File: src/rtl/lz4_pkg.sv
// Shared constants and FSM encoding for the LZ4 hash-lookup feeder.
package lz4_pkg;
    localparam int unsigned ADDR_W      = 16;
    localparam int unsigned ISSUE_GAP   = 2;
    localparam int unsigned BLOCK_BYTES = 65536;
    localparam int unsigned SKIP_W      = 16;
    localparam int unsigned WIN_BYTES   = 4;
    localparam int unsigned WIN_W       = 8 * WIN_BYTES;
    localparam int unsigned FILL_W      = 3;

    typedef enum logic [2:0] {
        ST_IDLE       = 3'd0,
        ST_CLEAN_REQ  = 3'd1,
        ST_CLEAN_WAIT = 3'd2,
        ST_RUN        = 3'd3,
        ST_DONE       = 3'd4
    } feeder_state_e;
endpackage

File: src/rtl/lz4_byte_window.sv
// 4-byte little-endian shift window: newest byte enters at the top, fill saturates at 4.
module lz4_byte_window
    import lz4_pkg::*;
(
    input  logic              clk,
    input  logic              rstN,
    input  logic              clr,
    input  logic              shift,
    input  logic [7:0]        byte_in,
    output logic [WIN_W-1:0]  win_next_c,
    output logic [FILL_W-1:0] fill
);
    logic [WIN_W-1:0] win;

    // Window contents as they will be after shifting byte_in in
    assign win_next_c = {byte_in, win[WIN_W-1:8]};

    always_ff @(posedge clk or negedge rstN) begin
        if (!rstN) begin
            win  <= '0;
            fill <= '0;
        end else if (clr) begin
            win  <= '0;
            fill <= '0;
        end else if (shift) begin
            win <= win_next_c;
            if (fill != FILL_W'(WIN_BYTES)) begin
                fill <= fill + FILL_W'(1);
            end
        end
    end
endmodule

File: src/rtl/lz4_hash_feeder.sv
// Streams block bytes into a 4-byte window and issues paced hash-table lookups,
// honouring skip requests from the match stage and a table clean at block start.
module lz4_hash_feeder #(
    parameter int unsigned ADDR_W    = lz4_pkg::ADDR_W,
    parameter int unsigned ISSUE_GAP = lz4_pkg::ISSUE_GAP
) (
    input  logic        clk,
    input  logic        rstN,
    input  logic        blk_start,
    input  logic [7:0]  byte_in,
    input  logic        byte_valid,
    input  logic        byte_last,
    output logic        byte_ready,
    input  logic [15:0] skip_len,
    input  logic        skip_valid,
    output logic        hash_clean,
    input  logic        hash_unable,
    output logic [31:0] hash_idata,
    output logic [31:0] hash_iaddr,
    output logic        hash_ivalid,
    output logic        blk_done
);
    import lz4_pkg::*;

    localparam int unsigned GAP_W = (ISSUE_GAP > 1) ? $clog2(ISSUE_GAP) : 1;
    localparam logic [GAP_W-1:0] GAP_RELOAD = (ISSUE_GAP > 1) ? GAP_W'(ISSUE_GAP - 1) : '0;

    feeder_state_e      state;
    logic [ADDR_W-1:0]  byte_cnt;
    logic [SKIP_W-1:0]  skip_cnt;
    logic [GAP_W-1:0]   gap_cnt;
    logic               seen_busy;

    logic [WIN_W-1:0]   win_next_c;
    logic [FILL_W-1:0]  fill;
    logic               accept_c;
    logic               end_c;
    logic               skip_c;
    logic               issue_c;
    logic [SKIP_W-1:0]  skip_nxt_c;
    logic [GAP_W-1:0]   gap_nxt_c;

    lz4_byte_window u_window (
        .clk        (clk),
        .rstN       (rstN),
        .clr        (state == ST_CLEAN_REQ),
        .shift      (accept_c),
        .byte_in    (byte_in),
        .win_next_c (win_next_c),
        .fill       (fill)
    );

    // Per-byte decisions: acceptance, block end, skipping, lookup issue and pacing
    always_comb begin
        accept_c   = (state == ST_RUN) && byte_valid && byte_ready;
        end_c      = accept_c && (byte_last || (byte_cnt == {ADDR_W{1'b1}}));
        skip_c     = skip_valid ? (skip_len != '0) : (skip_cnt != '0);
        issue_c    = accept_c && !skip_c && (fill >= FILL_W'(WIN_BYTES - 1));
        skip_nxt_c = skip_cnt;
        if (skip_valid) begin
            skip_nxt_c = (accept_c && (skip_len != '0)) ? skip_len - SKIP_W'(1) : skip_len;
        end else if (accept_c && (skip_cnt != '0)) begin
            skip_nxt_c = skip_cnt - SKIP_W'(1);
        end
        gap_nxt_c = '0;
        if (issue_c) begin
            gap_nxt_c = GAP_RELOAD;
        end else if (gap_cnt != '0) begin
            gap_nxt_c = gap_cnt - GAP_W'(1);
        end
    end

    always_ff @(posedge clk or negedge rstN) begin
        if (!rstN) begin
            state       <= ST_IDLE;
            byte_cnt    <= '0;
            skip_cnt    <= '0;
            gap_cnt     <= '0;
            seen_busy   <= 1'b0;
            byte_ready  <= 1'b0;
            hash_clean  <= 1'b0;
            hash_ivalid <= 1'b0;
            hash_idata  <= '0;
            hash_iaddr  <= '0;
            blk_done    <= 1'b0;
        end else begin
            hash_clean  <= 1'b0;
            hash_ivalid <= 1'b0;
            blk_done    <= 1'b0;
            case (state)
                ST_IDLE: begin
                    byte_ready <= 1'b0;
                    if (blk_start) begin
                        state      <= ST_CLEAN_REQ;
                        hash_clean <= 1'b1;
                    end
                end
                ST_CLEAN_REQ: begin
                    seen_busy <= hash_unable;
                    state     <= ST_CLEAN_WAIT;
                end
                // Table must go busy and come back before any lookup is allowed
                ST_CLEAN_WAIT: begin
                    if (hash_unable) begin
                        seen_busy <= 1'b1;
                    end else if (seen_busy) begin
                        state      <= ST_RUN;
                        byte_cnt   <= '0;
                        skip_cnt   <= '0;
                        gap_cnt    <= '0;
                        byte_ready <= 1'b1;
                    end
                end
                ST_RUN: begin
                    skip_cnt    <= skip_nxt_c;
                    gap_cnt     <= gap_nxt_c;
                    hash_ivalid <= issue_c;
                    if (issue_c) begin
                        hash_idata <= win_next_c;
                        hash_iaddr <= 32'(byte_cnt - ADDR_W'(3));
                    end
                    if (end_c) begin
                        state      <= ST_DONE;
                        skip_cnt   <= '0;
                        gap_cnt    <= '0;
                        byte_ready <= 1'b0;
                    end else begin
                        if (accept_c) begin
                            byte_cnt <= byte_cnt + ADDR_W'(1);
                        end
                        byte_ready <= (gap_nxt_c == '0) && !hash_unable;
                    end
                end
                ST_DONE: begin
                    blk_done <= 1'b1;
                    state    <= ST_IDLE;
                end
                default: state <= ST_IDLE;
            endcase
        end
    end
endmodule
File: config.mk
export PLATFORM = sky130hd
export DESIGN_NAME = lz4_hash_feeder
export DESIGN_NICKNAME = d
export VERILOG_FILES = /design/src/rtl/lz4_pkg.sv /design/src/rtl/lz4_byte_window.sv /design/src/rtl/lz4_hash_feeder.sv
export SDC_FILE = /design/constraint.sdc
export NUM_CORES = 1
export LEC_CHECK = 0
export ABC_AREA = 0
export BUFFER_PORTS_ARGS = -buffer_cell sky130_fd_sc_hd__buf_2
export CAP_MARGIN = 20
export CELL_PAD_IN_SITES_DETAIL_PLACEMENT = 1
export CELL_PAD_IN_SITES_GLOBAL_PLACEMENT = 2
export CORE_ASPECT_RATIO = 2
export CORE_MARGIN = 1
export CORE_UTILIZATION = 32
export DETAILED_ROUTE_END_ITERATION = 8
export PLACE_DENSITY_LB_ADDON = 0.1
export SETUP_SLACK_MARGIN = 0.15
export SLEW_MARGIN = 20
export SYNTH_ARGS = -nofsm -noshare
export SYNTH_HDL_FRONTEND = slang
export SYNTH_HIERARCHICAL = 1
export SYNTH_SLANG_ARGS = --single-unit
export TNS_END_PERCENT = 20
File: constraint.sdc
create_clock -name clk -period 2.22 [get_ports clk]
set_input_delay 0.222 -clock clk [delete_from_list [all_inputs] [get_ports clk]]
set_output_delay 0.222 -clock clk [all_outputs]
set_load 0.02 [all_outputs]
# Word-level counts from Yosys, hierarchy flattened
# Cells that the tools add are included.
# Widths: inputs -> output; s select.
dict set report word_totals {
  ff_bits 140
  latch_bits 0
  mem_bits_rw 0
  romBits 0
  in_bits 31
  out_inout_bits 68
  n_memories 0
}
dict set report classes {
  addsub 6
  mul 0
  div_mod_pow 0
  order_cmp 1
  eq_ne 14
  shifts 0
  n_mux 37
  bitwise_logic 1
  reduce_logical 27
}
# op count
set op_table {}
lappend op_table {{$mux 16} 8}
lappend op_table {{$mux 32} 2}
lappend op_table {{$pmux 16 s2} 2}
lappend op_table {{$reduce_bool 16->1} 2}
lappend op_table {{$sub 16x1->16 const B} 2}
lappend op_table {{$mux 3} 7}
lappend op_table {{$sub 16x2->17 const B} 1}
lappend op_table {{$add 16x1->16 const B} 1}
lappend op_table {{$eq 16x16->1 const B} 1}
lappend op_table {{$mux 1} 14}
lappend op_table {{$ne 2x2->1 const B} 7}
lappend op_table {{$pmux 3 s4} 1}
lappend op_table {{$logic_and 1x1->1} 8}
lappend op_table {{$reduce_and 4->1} 2}
lappend op_table {{$reduce_bool 2->1} 4}
lappend op_table {{$eq 3x2->1 const B} 2}
lappend op_table {{$reduce_and 2->1} 3}
lappend op_table {{$reduce_and 3->1} 2}
lappend op_table {{$reduce_and 5->1} 1}
lappend op_table {{$ne 4x3->1 const B} 1}
lappend op_table {{$pmux 1 s2} 2}
lappend op_table {{$add 3x1->3 const B} 1}
lappend op_table {{$eq 3x1->1 const B} 1}
lappend op_table {{$eq 3x3->1 const B} 1}
lappend op_table {{other kinds (9)} 10}

# Longest topological paths before layout
dict set report depth {
  depth_word 10
  mapped_depth 10
  depth_no_buf 8
}

# Hierarchy
# The synthesis kept the hierarchy.
# module n_inst cells_per_inst area_each_um2 seq_area_each_um2
set modules_own_cells {}
lappend modules_own_cells {lz4_hash_feeder 1 564 4939.7 2227.1}
lappend modules_own_cells {lz4_byte_window 1 103 1233.7 675.6}

# Worst setup path before layout
# Ideal clock, no wire load.
dict set report synth_timing {
  path_kind {register -> register}
  startpoint {register skip_cnt[0]}
  endpoint {register byte_ready}
  setup_time_ns 0.126
  arrival_time_ns 2.315
  required_time_ns 2.094
  setup_slack_ns -0.221
  path_stages_with_launch 9
  path_buffers 0
  synth_period_minus_slack_ns 2.441
  path_cell_list {dfrtp_1 > inv_1 > ha_1 > or3b_1 > nand4b_4 > or4_4 > a21oi_4 > nor3_1 > o32a_1}
}
dict set report synth_via {
  elab_chain_len 10
}
# item line_no
set synth_rtl {}
lappend synth_rtl {{start, declared} lz4_hash_feeder.sv:30} ;# logic [SKIP_W-1:0] skip_cnt;
lappend synth_rtl {{start signal, assigned} lz4_hash_feeder.sv:115} ;# skip_cnt <= skip_nxt_c;
lappend synth_rtl {{$reduce_bool 16->1} lz4_hash_feeder.sv:57} ;# skip_c = skip_valid ? (skip_len != '0) : (skip_cnt != '0);
lappend synth_rtl {{$mux 1} lz4_hash_feeder.sv:57}
lappend synth_rtl {{$logic_not 1->1} lz4_hash_feeder.sv:58} ;# issue_c = accept_c && !skip_c && (fill >= FILL_W'(WIN_BYTES - 1));
lappend synth_rtl {{$logic_and 1x1->1 (2 in series)} lz4_hash_feeder.sv:58}
lappend synth_rtl {{$mux 1} lz4_hash_feeder.sv:66} ;# if (issue_c) begin
lappend synth_rtl {{$not 1->1} lz4_hash_feeder.sv:131} ;# byte_ready <= (gap_nxt_c == '0) && !hash_unable;
lappend synth_rtl {{$logic_and 1x1->1} lz4_hash_feeder.sv:131}
lappend synth_rtl {{$mux 1} lz4_hash_feeder.sv:122} ;# if (end_c) begin
lappend synth_rtl {{$pmux 1 s3} lz4_hash_feeder.sv:90} ;# case (state)
lappend synth_rtl {{end signal, assigned} lz4_hash_feeder.sv:131}
lappend synth_rtl {{end, declared} lz4_hash_feeder.sv:13} ;# output logic byte_ready,
# Every way passes these cells.
# A chain may end at the register's enable or synchronous reset.

# Worst setup path after layout
dict set report layout_timing {
  startpoint {register skip_cnt[1]}
  endpoint {register byte_ready}
}
# The elaborated chain is that of the path after synthesis.

==> results.py <==
metrics = {
    "synthesis": {
        "synthSimpleGateAreaFrac": 0.2412,
        "synth.area.top_cells": "dfrtp_1 (47%), nand2_1 (8.6%), mux2i_1 (5.2%)",
        "synth-seq-cells": 116,
        "synth_top_area_cell": "dfrtp_1",
        "syn_inst": 667,
        "synth.top_cell.area_share": 0.4702,
        "async_flop_share": 1.000,
        "synth_flop_cell": "dfrtp_1",
        "synth-compound-area-share": 0.09039,
        "yosys_warnings": 6,
        "netlist_area_um2": 6173,
        "synth_edf_count": 0,
        "synth_seq_area_share": 0.4702,
        "syn_area_per_cell_um2": 9.256,
        "synth.area.mux_share": 0.05432,
        "synth_top_family_by_area": "simple AND/OR/NAND/NOR gates",
        "ys_types": 61,
        "synth_xor_area_frac": 0.06668,
        "syn-num-nets": 704,
        "synth-adder-area-share": 0.01216,
    },
    "floorplan": {
        "die_width_um": 100.2,
        "ios": 99,
        "dieArea_um2": 19890,
        "core_area_um2": 18830,
        "std_cell_rows": 71,
        "die_h_um": 198.4,
        "start_util": 0.3278,
    },
    "detailed_routing": {
        "drt_first_pass_iters": 4,
        "via_per_inst": 4.875,
        "ant_nets": 0,
        "dr.first_iter.drc_count": 155,
        "wire_per_inst_um": 17.05,
        "wirelength_mm": 18.47,
        "post-route-drc-count": 0,
        "num_vias": 5280,
    },
    "timing": {
        "setup_viol": 60,
        "fin_ws_ns": -0.1954,
        "fin_hold_ws_ns": 0.02794,
        "rsz0062_at_grt": "true",
        "maxSlewHeadroom": 0.6617,
        "worst_slew_pin_slew_ns": 0.5075,
        "maxSlewViolCount": 0,
        "period_share": 1.088,
        "max_freq_mhz": 414.0,
        "fin_tns_setup_ns": -4.785,
        "hold_viol": 0,
        "finalClockSkew_ns": 0.007890,
        "post-route-min-period_ns": 2.415,
    },
    "global_routing": {
        "grt_max_degree": 46,
        "grt_pass1_wl_mm": 30.39,
        "antenna_found_initial": 0,
        "grt_pass1_vias": 5893,
        "track_usage": 0.2014,
        "overflow": 0,
    },
    "placement": {
        "place_congestion": 0.8111,
        "dp_hpwl_mm": 13.77,
        "io_buffers": 98,
    },
    "worst_setup_path": {
        "crit_required_ns": 2.51,
        "critPathCaptureType": "flip-flop",
        "critPathMaxFanout": 3,
        "start_kind": "flip-flop",
        "critPathArrivalTime_ns": 2.71,
        "criticalPathCategory": "reg -> reg",
    },
    "hold_path": {
        "min_path_type": "in -> reg",
    },
    "finish": {
        "layout.nets": 852,
        "area_growth_pct": 31.17,
        "n_antenna_cell": 0,
        "fill_cells": 2197,
        "drive_gt1_frac": 0.2947,
    },
    "cts": {
        "clkTransAtPathRegs_ns": 0.05,
        "cts_buffer_depth": 2,
        "cts_tree": "built",
        "cts.sinks": 116,
        "root_buffer": "clkbuf_16",
        "cts_buffers": 17,
        "insertion_delay_ns": 0.41,
        "cts_max_level": 4,
    },
    "outcome": {
        "status": "complete, but fails checks",
        "failed_checks": "negative setup slack",
    },
    "power": {
        "pwr_density_cell_nw_per_um2": 1104,
        "cellLeakagePower_nw": 4.135,
        "ir_worst_vdd_mv": 0.5940,
    },
    "flow_run": {
        "cap_violations": 0,
    },
}
[cell usage in the layout, fill, tap and decap left out, types with 4 or more instances in the layout]
cell type and count:
or3_1 5, a21oi_1 16, mux2i_1 32, nor3_1 14, o21ai_0 17, buf_12 5, clkbuf_1 4, o21ai_1 9
clkbuf_16 17, nor4_1 7, inv_1 11, nand2_1 142, or4_1 4, dfrtp_1 116, nor2_1 64, buf_2 97
xor2_1 26, buf_4 83, xnor2_1 21, a22o_1 8, nand3_1 19, ha_1 5, nand2b_1 8, nand4_1 8
[sequential cells by signal, indices dropped and copies added (netlist names)]
signal / cells
hash_idata: 32
u_window/win: 24
hash_iaddr: 17
byte_cnt: 16
skip_cnt: 16
state: 3
u_window/fill: 3
blk_done: 1
byte_ready: 1
hash_clean: 1
hash_ivalid: 1
seen_busy: 1
[per-stage QoR]
step	area (um2)	std cells	total power, mW	util	worst slack (ns)
after floorplan	6197	667	4.678	-	-0.2155
after global placement	7333	1042	5.801	0.3894	-0.2074
after detailed placement	7333	1042	5.895	0.3894	-0.2271
after CTS	8070	1081	8.995	0.4285	-0.1845
after global routing	8098	1083	9.466	0.4300	-0.2707
final	8098	1083	8.939	0.4300	-0.1954
[report_power, final]
group          total, mW  switching (mW)  leakage (nW)  internal [mW]
Clock               2.83           0.976         0.290           1.85
Combinational       3.37            1.83          2.25           1.54
Sequential          2.74           0.283          1.59           2.46
[cells by family after synthesis]
family | Yosys count
buf+inv | 72
flops | 116
mux | 33
xor+xnor | 47
fa+ha+maj | 6
compound gates | 82
simple gates | 311
[worst paths after layout]
kind	cells past startpoint	slack (ns)	to	startpoint
setup / recovery	8	-0.20	byte_ready	skip_cnt[1]
hold / removal	3	0.03	hash_idata[27]	byte_in[3]
setup reg to reg	8	-0.20	byte_ready	skip_cnt[1]
hold reg to reg	2	0.46	hash_idata[11]	hash_idata[11]
max in group asynchronous	3	1.27	u_window/win[14]	rstN
min in group asynchronous	2	0.33	u_window/win[25]	rstN
[what timing repair did]
item,in CTS,in global routing
setup buffers,5,2
resized for setup,12,7
gates cloned,1,0
setup endpoints to repair,81,76
pin swaps,7,1
endpoints found under the hold margin,30,0
hold buffers,1,0
[synthesized netlist by cell type, drive strengths merged (3+ instances only)]
master  instances
inv            12
nor4           12
nor3           17
nor4b           3
nand2         142
ha              6
o211ai          3
a22o            8
nor2b           3
and2            4
or3             6
xor2           26
nand4           8
dfrtp         116
or4             5
nand4b          3
a21o            3
nand3          19
buf            44
nor3b           4
a21oi          18
o31ai           3
a32o            3
xnor2          21
or2             3
nor2           65
nand2b          8
clkbuf         16
mux2i          32
o21ai          28
[layout make-up]
cell class | instances | area, um2 | share of cell area
clock buffer | 24 | 481.7 | 0.05949
timing repair buffer | 189 | 1274 | 0.1573
inverter | 12 | 45.04 | 0.005562
sequential | 116 | 2903 | 0.3585
clock inverter | 8 | 123.9 | 0.01530
tap | 255 | 319.1 | 0.03940
multi-input combinational | 479 | 2952 | 0.3645
[metal layers]
metal / track usage / vias to the layer above / wire length, um / part of all wire
met5: 0 / - / 0 / 0
met3: 0.03479 / 32 / 455 / 0.025
li1: - / 2536 / - / -
met4: 0.09393 / 0 / 621 / 0.034
met1: 0.1921 / 2604 / 6598 / 0.36
met2: 0.4021 / 108 / 10790 / 0.58
[critical path, stage by stage, from the launching register on]
cell,delay [ns]
dfrtp_1,0.39
inv_1,0.07
ha_2,0.16
or3b_4,0.38
nand4b_4,0.19
or4_4,0.52
a21oi_4,0.18
nor3_1,0.07
o32a_1,0.33
Note: power is estimated with default switching activity, not from simulation.
